## src/rtl/mc_controller_v2.sv

```systemverilog
// mc_controller_v2: multi-cycle MIPS-subset control FSM with memory handshake, timeout, exceptions and retire counter
module mc_controller_v2 #(
  parameter int TIMEOUT_W = 8,
  parameter bit EN_TIMEOUT = 1'b1,
  parameter int CNT_W = 32
) (
  input  logic             clk,
  input  logic             reset,
  input  logic [5:0]       OpCode,
  input  logic [5:0]       Funct,
  input  logic             mem_ready,
  output logic             PCWrite,
  output logic             PCWriteCond,
  output logic             IorD,
  output logic             MemWrite,
  output logic             MemRead,
  output logic             IRWrite,
  output logic             MDRWrite,
  output logic             RegWrite,
  output logic             ExtOp,
  output logic             LuiOp,
  output logic             EPCWrite,
  output logic [1:0]       MemtoReg,
  output logic [1:0]       RegDst,
  output logic [1:0]       ALUSrcA,
  output logic [1:0]       ALUSrcB,
  output logic [1:0]       PCSource,
  output logic [3:0]       ALUOp,
  output logic [1:0]       exc_cause,
  output logic [CNT_W-1:0] instret
);
  typedef enum logic [2:0] {S_IF, S_ID, S_EX, S_MEM, S_WB, S_EXC} state_t;
  state_t state, nxt;
  logic [TIMEOUT_W-1:0] wcnt;
  logic is_r, is_j, is_jal, is_beq, is_lw, is_sw, is_andi, is_lui, is_slt, is_imm, legal, shift;
  logic mem_st, timeout, retire;
  assign is_r    = OpCode == 6'h00;
  assign is_j    = OpCode == 6'h02;
  assign is_jal  = OpCode == 6'h03;
  assign is_beq  = OpCode == 6'h04;
  assign is_andi = OpCode == 6'h0c;
  assign is_lui  = OpCode == 6'h0f;
  assign is_lw   = OpCode == 6'h23;
  assign is_sw   = OpCode == 6'h2b;
  assign is_slt  = OpCode inside {6'h0a, 6'h0b};
  assign is_imm  = OpCode inside {6'h08, 6'h09, 6'h0a, 6'h0b, 6'h0c, 6'h0f};
  assign legal   = is_r | is_j | is_jal | is_beq | is_imm | is_lw | is_sw;
  assign shift   = Funct inside {6'h00, 6'h02, 6'h03};
  assign mem_st  = state == S_IF || state == S_MEM;
  assign timeout = EN_TIMEOUT && mem_st && !mem_ready && (&wcnt);
  assign retire  = state == S_WB || (state == S_EX && (is_j || is_beq)) ||
                   (state == S_MEM && is_sw && mem_ready);
  always_comb begin
    {PCWrite, PCWriteCond, IorD, MemWrite, MemRead, IRWrite, MDRWrite, RegWrite, ExtOp, LuiOp, EPCWrite} = '0;
    {MemtoReg, RegDst, ALUSrcA, ALUSrcB, PCSource} = '0;
    ALUOp = '0;
    nxt = state;
    if (!reset) begin
      ALUOp = {OpCode[0], (state inside {S_IF, S_ID, S_EXC}) ? 3'b000 : is_r ? 3'b010 :
               is_beq ? 3'b001 : is_andi ? 3'b100 : is_slt ? 3'b101 : 3'b000};
      case (state)
        S_IF: begin
          MemRead = 1'b1;
          ALUSrcB = 2'b01;
          IRWrite = mem_ready;
          PCWrite = mem_ready;
          nxt = mem_ready ? S_ID : timeout ? S_EXC : S_IF;
        end
        S_ID: begin
          ALUSrcB = 2'b11;
          nxt = legal ? S_EX : S_EXC;
        end
        S_EX: begin
          PCWrite = is_j | is_jal;
          PCWriteCond = is_beq;
          PCSource = (is_j | is_jal) ? 2'b10 : is_beq ? 2'b01 : 2'b00;
          ALUSrcA = (is_j | is_jal) ? 2'b00 : (is_r && shift) ? 2'b10 : 2'b01;
          ALUSrcB = (is_lw | is_sw | is_imm) ? 2'b10 : 2'b00;
          ExtOp = is_imm && !is_andi;
          LuiOp = is_lui;
          nxt = (is_j | is_beq) ? S_IF : (is_lw | is_sw) ? S_MEM : S_WB;
        end
        S_MEM: begin
          IorD = 1'b1;
          MemRead = is_lw;
          MemWrite = is_sw && !timeout;
          MDRWrite = is_lw && mem_ready;
          nxt = mem_ready ? (is_lw ? S_WB : S_IF) : timeout ? S_EXC : S_MEM;
        end
        S_WB: begin
          RegWrite = 1'b1;
          RegDst = is_jal ? 2'b10 : (is_r | is_lw) ? 2'b01 : 2'b00;
          MemtoReg = is_jal ? 2'b10 : is_lw ? 2'b01 : 2'b00;
          nxt = S_IF;
        end
        S_EXC: begin
          EPCWrite = 1'b1;
          PCWrite = 1'b1;
          PCSource = 2'b11;
          nxt = S_IF;
        end
        default: nxt = S_IF;
      endcase
    end
  end
  always_ff @(posedge clk) begin
    if (reset) begin
      state <= S_IF;
      wcnt <= '0;
      instret <= '0;
      exc_cause <= 2'b00;
    end else begin
      state <= nxt;
      wcnt <= (mem_st && !mem_ready) ? wcnt + 1'b1 : '0;
      instret <= instret + CNT_W'(retire);
      if (nxt == S_EXC && state != S_EXC) exc_cause <= (state == S_ID) ? 2'b01 : 2'b10;
    end
  end
endmodule
```

## config.mk

```make
export PLATFORM = sky130hd
export DESIGN_NAME = mc_controller_v2
export DESIGN_NICKNAME = d
export VERILOG_FILES = /design/src/rtl/mc_controller_v2.sv
export SDC_FILE = /design/constraint.sdc
export NUM_CORES = 1
export LEC_CHECK = 0
export ABC_CLOCK_PERIOD_IN_PS = 3200
export CELL_PAD_IN_SITES_DETAIL_PLACEMENT = 1
export CELL_PAD_IN_SITES_GLOBAL_PLACEMENT = 1
export CORE_MARGIN = 5
export CORE_UTILIZATION = 33
export DETAILED_ROUTE_END_ITERATION = 7
export PLACE_DENSITY_LB_ADDON = 0.1
export SLEW_MARGIN = 20
export SYNTH_ARGS = -nofsm -noshare
export SYNTH_HDL_FRONTEND = slang
export SYNTH_SLANG_ARGS = --single-unit
export TNS_END_PERCENT = 50
```

## constraint.sdc

```tcl
create_clock -name clk -period 3.2 [get_ports clk]
set_input_delay 0.32 -clock clk [delete_from_list [all_inputs] [get_ports clk]]
set_output_delay 0.32 -clock clk [all_outputs]
set_load 0.02 [all_outputs]
```

==> results by group <==
Run status
  • Result of the run: finished clean

STA
  • Final period util: 0.9259
  • Worst hold margin: 0.4753 ns
  • Unrepaired setup endpoints after global routing: no
  • Setup clock skew after layout: 0.009946 ns
  • Relative max-transition margin: 0.6558
  • Number of pins with negative max-slew slack in the final report: 0
  • Minimum clock period after layout: 2.963 ns
  • Number of endpoints failing setup at the final stage: 0
  • Fmax achieved: 0.3375 GHz
  • Sum of negative setup slack: 0 ns
  • Number of failing hold endpoints at the final stage: 0
  • Least-Margin Pin Slew: 0.5156 ns

Synth
  • Synthesized cell area: 2431 µm²
  • Number of enable-type register cells in the synthesized netlist: 0
  • Main flop type after synthesis: dfxtp_1
  • Total of flip-flops plus latches after synthesis: 45
  • Synth async-reset ratio: 0
  • Warnings, synthesis: 0
  • Cell variety after synth: 45
  • Cell count after synthesis: 311
  • Syn_nets: 329
  • Part of the Yosys area used for sequential elements: 0.3706
  • Mean instance size in the synthesized netlist: 7.817 µm²

GRT
  • Wire length of the first global-routing pass: 12,180 µm
  • Most Crowded Layer GR: met2
  • Met2 demand-to-capacity share in global routing: 0.2750
  • Global-route track usage on met1: 0.2248
  • Via count of the first global-routing pass: 2,581
  • Met3 global-route usage: 0.04222
  • GRT overflow: 0
  • Maximum number of pins on one net before global-route repair: 41
  • Total routing usage reported by global routing: 0.1688
  • Initial antenna violation count: 0

Worst setup path
  • Worst Setup Path Type: input port to primary output
  • Reg-to-reg critical path startpoint: state[0]
  • Source of the critical timing path: OpCode[3]
  • Capturing element type of the critical path: primary output
  • Cell with the largest stage delay on the worst path: clkdlybuf4s50_1
  • Most common cell on crit path: clkdlybuf4s50_1
  • Startpoint class of the critical path: input port
  • Highest net fanout along the worst path: 5
  • Arrival @ worst endpoint: 2.64 ns
  • Delay contributed by the slowest stage of the critical path: 0.55 ns
  • Chain of cells forming the critical path: clkdlybuf4s50_1 > or3_4 > or4_4 > a211o_1 > and3_2 > clkdlybuf4s50_1
  • Worst Path Required: 2.88 ns

Die
  • Effective utilization at floorplan: 0.3370
  • Number of top-level pins: 74
  • Die span in x: 95.83 µm
  • Floorplan die height: 95.83 µm
  • Site Rows: 31
  • Std-Cell Core Area: 7214 µm²
  • Full die area: 9183 µm²

Worst hold path
  • Worst min path class: flip-flop to flip-flop
  • Start point of the worst hold path: wcnt[0]

Pwr
  • Power per cell area: 332.9 nW/µm²
  • Worst vdd ir: 0.0002463 V
  • Total power draw: 1162 µW
  • Leakage power figure: 0.001245 µW

CTS
  • H-tree lvl count: 2
  • CTS tree: done
  • Number of post-CTS setup repair buffers: 0
  • Num Clock Sinks: 45
  • Clock Pin Slew Worst Setup and Hold Paths: 0.08 ns
  • Cts-stage hold buffer count: 0
  • Clock latency at the later pin of the worst-skew pair: 0.31 ns
  • Clock tree root buffer cell: clkbuf_8
  • Number of buffers on the longest clock path: 2
  • Total clock buffers created by CTS: 5

Flow run
  • # Max-Cap Violations: 0

Place
  • Placed wire-length estimate after detailed placement: 5611 µm
  • # port buffers: 73
  • Final estimated routing congestion in global placement: 0.8030

Cells and area
  • Antenna Diode Count: 0
  • Fraction of final layout cells sized beyond drive strength 1: 0.09824
  • Layout Area Growth over Synthesis: 43.54%
  • Nets@finish: 414

Route
  • DR vias: 2,454
  • Antenna-violating nets left: 0
  • Total routed wirelength: 7286 µm
  • Vias/cell: 4.948
  • Starting DRT DRC Count: 85
  • Average wire per cell in the routed design: 14.69 µm
  • Detailed Routing Iterations Pass 1: 4
  • Residual DRC count: 0
-- cells in the mapped netlist, drive strengths merged, types with 2 or more instances --
master	number	share of area
nor2	63	0.097
dfxtp	45	0.37
nand2	22	0.034
xnor2	19	0.068
a21oi	15	0.031
nand3	14	0.029
xor2	14	0.050
nand4	12	0.031
clkbuf	11	0.017
and3	9	0.024
inv	9	0.014
nor3	8	0.016
or3	8	0.023
nor2b	7	0.018
nor4	7	0.027
o21ai	7	0.014
nand2b	6	0.015
buf	5	0.014
ha	3	0.015
or4	3	0.011
a211oi	2	0.0062
mux2	2	0.0093
o21bai	2	0.0062
o22ai	2	0.0051
or2	2	0.0051
or2b	2	0.0062
-- worst max-delay path: cells and delay by family --
kind                   cells  cell delay (ns)
AO/OA/AOI/OAI              1             0.31
AND/OR/NAND/NOR            3             1.05
buffers and inverters      2             0.97
-- final cells by class --
class	count	area, µm²
Timing Repair Buffer	94	890.9
Clock buffer	6	72.57
Sequential cell	45	900.9
Fill cell	877	3725
Tap cell	99	123.9
Inverter	9	33.78
Multi-Input combinational cell	241	1429
Clock inverter	2	38.79
-- final timing paths --
kind / endpoint / slack, ns / cells after the start
worst max register to register: instret[30] / 0.57 / 12
worst max-delay path: ALUSrcA[0] / 0.24 / 6
worst min register to register: wcnt[0] / 0.48 / 1
worst min-delay path: wcnt[0] / 0.48 / 1
-- cells in the final DEF, fill, tap and decap left out, drive strengths merged, types with 2 or more instances in the layout --
| cell type | count |
|---|---|
| clkdlybuf4s50 | 72 |
| nor2 | 63 |
| dfxtp | 45 |
| nand2 | 22 |
| buf | 21 |
| xnor2 | 19 |
| a21oi | 15 |
| nand3 | 14 |
| xor2 | 14 |
| nand4 | 12 |
| inv | 9 |
| and3 | 9 |
| nor3 | 8 |
| or3 | 8 |
| nor2b | 7 |
| o21ai | 7 |
| nor4 | 7 |
| nand2b | 6 |
| clkbuf | 6 |
| ha | 3 |
| or4 | 3 |
| a211oi | 2 |
| or2 | 2 |
| o21bai | 2 |
| or2b | 2 |
| mux2 | 2 |
| o22ai | 2 |
-- registers in the layout (all words and copies together), names as in the netlist --
| register | cells |
|---|---|
| exc_cause | 2 |
| instret | 32 |
| state | 3 |
| wcnt | 8 |
-- what timing repair did --
| action | 4_1_cts | 5_1_grt |
|---|---|---|
| endpoints found under the hold margin | 0 | 0 |
| gates resized for setup | 0 | 3 |
| setup endpoints to repair | 0 | 4 |
-- metal layers --
| metal | routed length (µm) | part of all wire | vias to the layer above |
|---|---|---|---|
| met5 | 0 | 0 | - |
| met4 | 66 | 0.0091 | 0 |
| met3 | 366 | 0.050 | 6 |
| met2 | 3344 | 0.46 | 53 |
| met1 | 3508 | 0.48 | 1158 |
| li1 | - | - | 1237 |
-- where the power goes --
group          switching, µW  internal [µW]
combinational           82.2           66.4
clock                    197            234
sequential              14.1            567
total                    294            868
-- logic make-up after synthesis --
| family | synth area share |
|---|---|
| adder cells (fa/ha/maj) | 0.01544 |
| buffers and inverters | 0.04477 |
| XOR/XNOR | 0.1189 |
| AO/OA/AOI/OAI | 0.08698 |
| AND/OR/NAND/NOR | 0.3500 |
| multiplexers | 0.01338 |
| flip-flops | 0.3706 |
-- through the flow --
step,setup WS [ns],util,cells,instance area (µm²)
floorplan,0.3382,-,311,2431
global placement,-0.07025,0.4669,488,3368
detailed placement,-0.08291,0.4669,488,3368
CTS,0.04440,0.4823,496,3480
global route,0.06475,0.4837,496,3490
finish,0.2371,0.4837,496,3490
Power figures use the tool's default switching activity.
